`config.mk`:
```
export PLATFORM = sky130hd
export DESIGN_NAME = note_judge
export DESIGN_NICKNAME = d
export VERILOG_FILES = /design/src/rtl/note_judge_pkg.sv /design/src/rtl/lane_match4.sv /design/src/rtl/note_judge.sv
export SDC_FILE = /design/constraint.sdc
export NUM_CORES = 1
export LEC_CHECK = 0
export ABC_AREA = 1
export BUFFER_PORTS_ARGS = -buffer_cell sky130_fd_sc_hd__buf_2
export CAP_MARGIN = 20
export CORE_MARGIN = 3
export CORE_UTILIZATION = 25
export CTS_BUF_LIST = sky130_fd_sc_hd__clkbuf_4
export DETAILED_ROUTE_END_ITERATION = 8
export PLACE_DENSITY = 0.4
export SLEW_MARGIN = 20
export SYNTH_ARGS = -nofsm -noshare
export SYNTH_HDL_FRONTEND = slang
export SYNTH_SLANG_ARGS = --single-unit
```
`constraint.sdc`:
```
create_clock -name clk -period 3.15 [get_ports clk]
set_input_delay 0.1575 -clock clk [delete_from_list [all_inputs] [get_ports clk]]
set_output_delay 0.1575 -clock clk [all_outputs]
set_load 0.02 [all_outputs]
```
`src/rtl/note_judge_pkg.sv`:
```
// Shared definitions for the hit-judgement controller and its neighbours
// (note scheduler, score display).
package note_judge_pkg;

    // Number of button lanes / bits in a note pattern
    localparam int unsigned LANES = 4;

    // Hit-window timer width; covers WINDOW_CYC up to 255
    localparam int unsigned TIMER_W = 8;

    // Default configuration, reused by the scheduler and display
    localparam int unsigned DEF_WINDOW_CYC = 16;
    localparam int unsigned DEF_SCORE_W    = 16;
    localparam int unsigned DEF_COMBO_W    = 8;
    localparam int unsigned DEF_HIT_PTS    = 10;

    // Judge FSM states
    typedef enum logic [1:0] {
        ST_IDLE    = 2'd0,
        ST_ARMED   = 2'd1,
        ST_RELEASE = 2'd2
    } state_e;

endpackage

```
`src/rtl/lane_match4.sv`:
```
// Combinational chord comparator: exact match and extra-lane detection.
module lane_match4
    import note_judge_pkg::*;
(
    input  logic [LANES-1:0] pat,
    input  logic [LANES-1:0] btn,
    output logic             match,
    output logic             wrong
);

    // Exact chord equality, and any pressed lane that is not in the pattern
    always_comb begin
        match = (btn == pat);
        wrong = |(btn & ~pat);
    end

endmodule

```
`src/rtl/note_judge.sv`:
```
// Hit-judgement controller: accepts one note at a time, opens a timed hit
// window, judges the button chord and keeps score / combo / max-combo.
module note_judge
    import note_judge_pkg::*;
#(
    parameter int unsigned WINDOW_CYC = DEF_WINDOW_CYC,
    parameter int unsigned SCORE_W    = DEF_SCORE_W,
    parameter int unsigned COMBO_W    = DEF_COMBO_W,
    parameter int unsigned HIT_PTS    = DEF_HIT_PTS
) (
    input  logic               clk,
    input  logic               rst_n,
    input  logic               en,
    input  logic               clr_score,
    input  logic               note_valid,
    input  logic [LANES-1:0]   note_pattern,
    output logic               note_ready,
    input  logic [LANES-1:0]   btn,
    output logic               hit,
    output logic               miss,
    output logic [SCORE_W-1:0] score,
    output logic [COMBO_W-1:0] combo,
    output logic [COMBO_W-1:0] max_combo,
    output logic               busy
);

    state_e               state_q, state_d;
    logic [LANES-1:0]     pat_q, pat_d;
    logic [TIMER_W-1:0]   timer_q, timer_d;
    logic                 hit_q, hit_d;
    logic                 miss_q, miss_d;
    logic [SCORE_W-1:0]   score_q, score_d;
    logic [COMBO_W-1:0]   combo_q, combo_d;
    logic [COMBO_W-1:0]   max_q, max_d;
    // Low until the first clock after reset release, so note_ready is 0 in reset
    logic                 live_q;

    logic                 match, wrong;
    logic [SCORE_W:0]     score_sum;
    logic [COMBO_W-1:0]   combo_inc;

    lane_match4 u_match (
        .pat   (pat_q),
        .btn   (btn),
        .match (match),
        .wrong (wrong)
    );

    assign note_ready = live_q && en && (state_q == ST_IDLE);
    assign busy       = (state_q != ST_IDLE);
    assign hit        = hit_q;
    assign miss       = miss_q;
    assign score      = score_q;
    assign combo      = combo_q;
    assign max_combo  = max_q;

    // Next-state, judgement and counter update logic
    always_comb begin
        state_d   = state_q;
        pat_d     = pat_q;
        timer_d   = timer_q;
        hit_d     = 1'b0;
        miss_d    = 1'b0;
        score_d   = score_q;
        combo_d   = combo_q;
        max_d     = max_q;
        score_sum = {1'b0, score_q} + (SCORE_W + 1)'(HIT_PTS);
        combo_inc = (&combo_q) ? combo_q : combo_q + COMBO_W'(1);

        if (!en) begin
            state_d = ST_IDLE;
        end else begin
            case (state_q)
                ST_IDLE: begin
                    if (note_valid && note_ready) begin
                        pat_d   = note_pattern;
                        timer_d = TIMER_W'(WINDOW_CYC - 1);
                        if (note_pattern != '0) state_d = ST_ARMED;
                    end
                end
                ST_ARMED: begin
                    if (wrong) begin
                        miss_d  = 1'b1;
                        combo_d = '0;
                        state_d = ST_RELEASE;
                    end else if (match) begin
                        hit_d   = 1'b1;
                        score_d = score_sum[SCORE_W] ? '1 : score_sum[SCORE_W-1:0];
                        combo_d = combo_inc;
                        max_d   = (combo_inc > max_q) ? combo_inc : max_q;
                        state_d = (btn == '0) ? ST_IDLE : ST_RELEASE;
                    end else if (timer_q == '0) begin
                        miss_d  = 1'b1;
                        combo_d = '0;
                        state_d = ST_RELEASE;
                    end else begin
                        timer_d = timer_q - TIMER_W'(1);
                    end
                end
                ST_RELEASE: begin
                    if (btn == '0) state_d = ST_IDLE;
                end
                default: state_d = ST_IDLE;
            endcase
        end

        // Clear wins over a same-edge hit update; the hit pulse itself survives
        if (clr_score) begin
            score_d = '0;
            combo_d = '0;
            max_d   = '0;
        end
    end

    // State and output registers
    always_ff @(posedge clk or negedge rst_n) begin
        if (!rst_n) begin
            state_q <= ST_IDLE;
            pat_q   <= '0;
            timer_q <= '0;
            hit_q   <= 1'b0;
            miss_q  <= 1'b0;
            score_q <= '0;
            combo_q <= '0;
            max_q   <= '0;
            live_q  <= 1'b0;
        end else begin
            state_q <= state_d;
            pat_q   <= pat_d;
            timer_q <= timer_d;
            hit_q   <= hit_d;
            miss_q  <= miss_d;
            score_q <= score_d;
            combo_q <= combo_d;
            max_q   <= max_d;
            live_q  <= 1'b1;
        end
    end

endmodule

```
==> qor.csv <==
stage,metric,value,unit
run_status,status,"finished, final reports clean",
critical_path,CP dominant cell by count,nand2_1,
power,pwr dens,344,nW/um^2
run,maxcap violations,0,
logic_synthesis,cell area after synthesis,3310,sq um
power,sequential share of power,0.512,
logic_synthesis,post-synthesis async set-or-reset flop share,1.00,
logic_synthesis,syn_nets,501,
floorplanning,row count,41,
logic_synthesis,post-synthesis cell count,472,
floorplanning,Core Box Area,12800,sq um
detailed_routing,DRC,0,
final_layout,post-route insts no fill,703,
clock_tree,TritonCTS clock tree,yes,
timing,Slew headroom,0.443,
placed_design,GPL Wtd Cong,0.854,
critical_path,Critical Path Slowest Stage Cell,dfrtp_1,
clock_tree,latest clock arrival within the worst-skew pair,0.43,ns
placed_design,DP HPWL,6.75,mm
logic_synthesis,synth top area cells,"dfrtp_1 (37%), nand2_1 (18%), nand3_1 (7.6%)",
timing,Peak Freq,392,MHz
final_layout,Area Overhead vs Synth,17.1,%
detailed_routing,post-route ant nets,0,
timing,clk_skew,0.0325,ns
detailed_routing,WL/cell,12.4,microns
critical_path,Worst Path Required,3.48,ns
detailed_routing,1st-pass router iterations,6,
power,Worst VDD drop,0.000169,V
power,Lkg Pwr,2.08,nW
clock_tree,H-tree depth,2,
timing,Hold Fails Final Rpt,0,
critical_path,Setup crit end kind,flop,
global_routing,initial antenna violation count,1,
global_routing,first-pass GRT wire length,14.7,mm
global_routing,largest net degree at the start of global routing,35,
logic_synthesis,register area share after synthesis,0.371,
final_layout,# nets final,558,
power,combinational share of power,0.178,
critical_path,worst-path maximum fanout,13,
clock_tree,setup fix buffers added after clock tree synthesis,0,
floorplanning,Initial Utilization,0.259,
clock_tree,total CTS buffers,5,
logic_synthesis,Synth top cells by count,"nand2_1 (159), inv_1 (64), nand3_1 (50)",
clock_tree,"Reg clk slew, reported paths",0.16,ns
critical_path,Worst Path Arrival,2.88,ns
logic_synthesis,number of enable flip-flop cells after synthesis,0,
timing,RSZ-0062 raised after global routing,false,
clock_tree,Resized Gates After CTS,0,
timing,final setup fails,0,
floorplanning,die footprint,14700,sq um
floorplanning,Die Width,121,microns
logic_synthesis,top-count cell post-synth,nand2_1,
clock_tree,clock sink total,49,
logic_synthesis,Yosys top cell area share,0.371,
critical_path,CP cell instances,"ha_1, nand2_2, nor2_4, nand2_2, nand2_1, nor2_1, inv_1, ha_1, nand2_1, nor2_1, nand3_1, nand3_1, inv_1, nand2_2, inv_2, nand2_1, nand2_1",
critical_path,critical path class,reg -> reg,
clock_tree,CTS Hold Buffers Added,5,
global_routing,vias in the first global route,2947,
detailed_routing,Via density,4.35,
placed_design,dpl cells,689,
hold_path,worst min path class,in -> reg,
detailed_routing,via count,3057,
floorplanning,die height,121,microns
clock_tree,Clock Path Buffers,2,
timing,fin crit period,2.55,ns
timing,TNS Setup,0,ns
power,Pint,0.914,mW
placed_design,Port Buffers,48,
power,Sw Share,0.314,
logic_synthesis,Synth Warn #,0,
logic_synthesis,Synth area leader,dfrtp_1,
logic_synthesis,library cells used by synthesis,35,
detailed_routing,final WL,8.71,mm
detailed_routing,initial drt markers,170,
power,switching power,0.418,mW
logic_synthesis,Yosys reg bits,49,
logic_synthesis,Mapped Avg Cell Area,7.01,sq um
timing,Final Cycle Share,0.809,
critical_path,CP peak stage delay,0.47,ns
clock_tree,clk root buf,clkbuf_4,
critical_path,Critical Path Source Type,flop,
global_routing,gr ovfl total,0,
global_routing,gr usage total,0.127,
timing,worst-margin pin slew,0.836,ns
power,Clk pwr share,0.310,
final_layout,fraction of layout cells with a size suffix above 1,0.168,
floorplanning,# IOs,49,
logic_synthesis,main flop type after synthesis,dfrtp_1,
timing,Final Max Tran Viols,0,
==> critical path, delay by kind of cell (launching register included) <==
family | cells | cell delay, ns
AND/OR/NAND/NOR | 12 | 1.24
adder cells (fa/ha/maj) | 2 | 0.53
flip-flops | 1 | 0.47
buffers and inverters | 3 | 0.21
==> power groups by stage <==
| stage | Clock [mW] | Combinational (mW) | Sequential [mW] |
|---|---|---|---|
| after floorplan | 0 | 0.171 | 0.693 |
| after global placement | 0 | 0.235 | 0.695 |
| after detailed placement | 0 | 0.236 | 0.695 |
| after CTS | 0.438 | 0.243 | 0.683 |
| after global routing | 0.456 | 0.279 | 0.689 |
| final | 0.413 | 0.238 | 0.682 |
==> metal layers <==
metal / up-vias / wire, microns / global-route usage
met5: - / 0 / 0
met4: 0 / 216 / 0.0538
met3: 12 / 312 / 0.0233
met2: 51 / 3970 / 0.206
met1: 1401 / 4210 / 0.165
li1: 1593 / - / -
==> logic make-up (layout without fill, tap and decap cells) <==
| kind of cell | after synthesis | in the layout | synth area share |
|---|---|---|---|
| AOI/OAI and AO/OA | 36 | 36 | 0.0620 |
| xor gates and xnor gates | 9 | 9 | 0.0238 |
| adders and majority gates | 16 | 16 | 0.0605 |
| buffers and inverters | 73 | 131 | 0.0888 |
| DFF | 49 | 49 | 0.371 |
| other | 1 | 2 | 0.00113 |
| and+or+nand+nor | 288 | 288 | 0.393 |
==> state kept, by name, indices dropped and copies added, names as in the netlist <==
register	cells
score	16
live_q	1
pat_q	4
timer_q	8
miss	1
state_q	2
combo	8
max_combo	8
hit	1
==> cells in the final DEF, fill, tap and decap left out, types with 2 or more instances in the layout <==
master	n
nand2_2	6
nand2_1	159
a21oi_1	9
xnor2_1	2
a21oi_2	2
inv_2	3
buf_2	48
o21ai_2	2
inv_1	64
nor2_2	4
nor2_4	5
o21ai_1	4
dfrtp_1	49
o21bai_1	2
dlygate4sd3_1	5
nor2_1	46
nand3_2	2
clkbuf_4	6
xor2_1	7
buf_4	2
nand3_1	50
ha_1	16
nand4_1	5
nor3_1	2
nand2_4	2
o21ai_0	15
nor3_4	2
==> path summary, 6_finish.rpt <==
| kind | from | endpoint | slack [ns] | cells past startpoint |
|---|---|---|---|---|
| max in group asynchronous | rst_n | timer_q[6] | 2.02 | 3 |
| min in group asynchronous | rst_n | score[13] | 0.34 | 2 |
| worst min register to register | timer_q[0] | timer_q[0] | 0.49 | 1 |
| worst max register to register | combo[1] | max_combo[0] | 0.60 | 17 |
| worst max-delay path | combo[1] | max_combo[0] | 0.60 | 17 |
| worst min-delay path | en | hit | 0.09 | 3 |
==> metrics by stage <==
step                utilization  hold WS, ns  power (mW)  setup WS, ns  cell area [sq um]
finish                    0.303       0.0894        1.33         0.600               3870
global placement          0.293        0.312       0.930         0.680               3740
floorplan                     -       -0.138       0.864         0.746               3310
detailed placement        0.293        0.323       0.931         0.581               3740
CTS                       0.303       0.0624        1.36         0.561               3870
global route              0.303       0.0783        1.42         0.283               3870
==> area by class of cell <==
class,instances,area (sq um)
Antenna cell,1,2.50
Sequential cell,49,1230
Clock buffer,6,45.0
Inverter,68,258
Clock inverter,2,33.8
Multi-Input combinational cell,350,1790
Tap cell,172,215
Fill cell,1397,8900
Timing Repair Buffer,55,305
No activity file was read; power rests on OpenSTA's default activity.
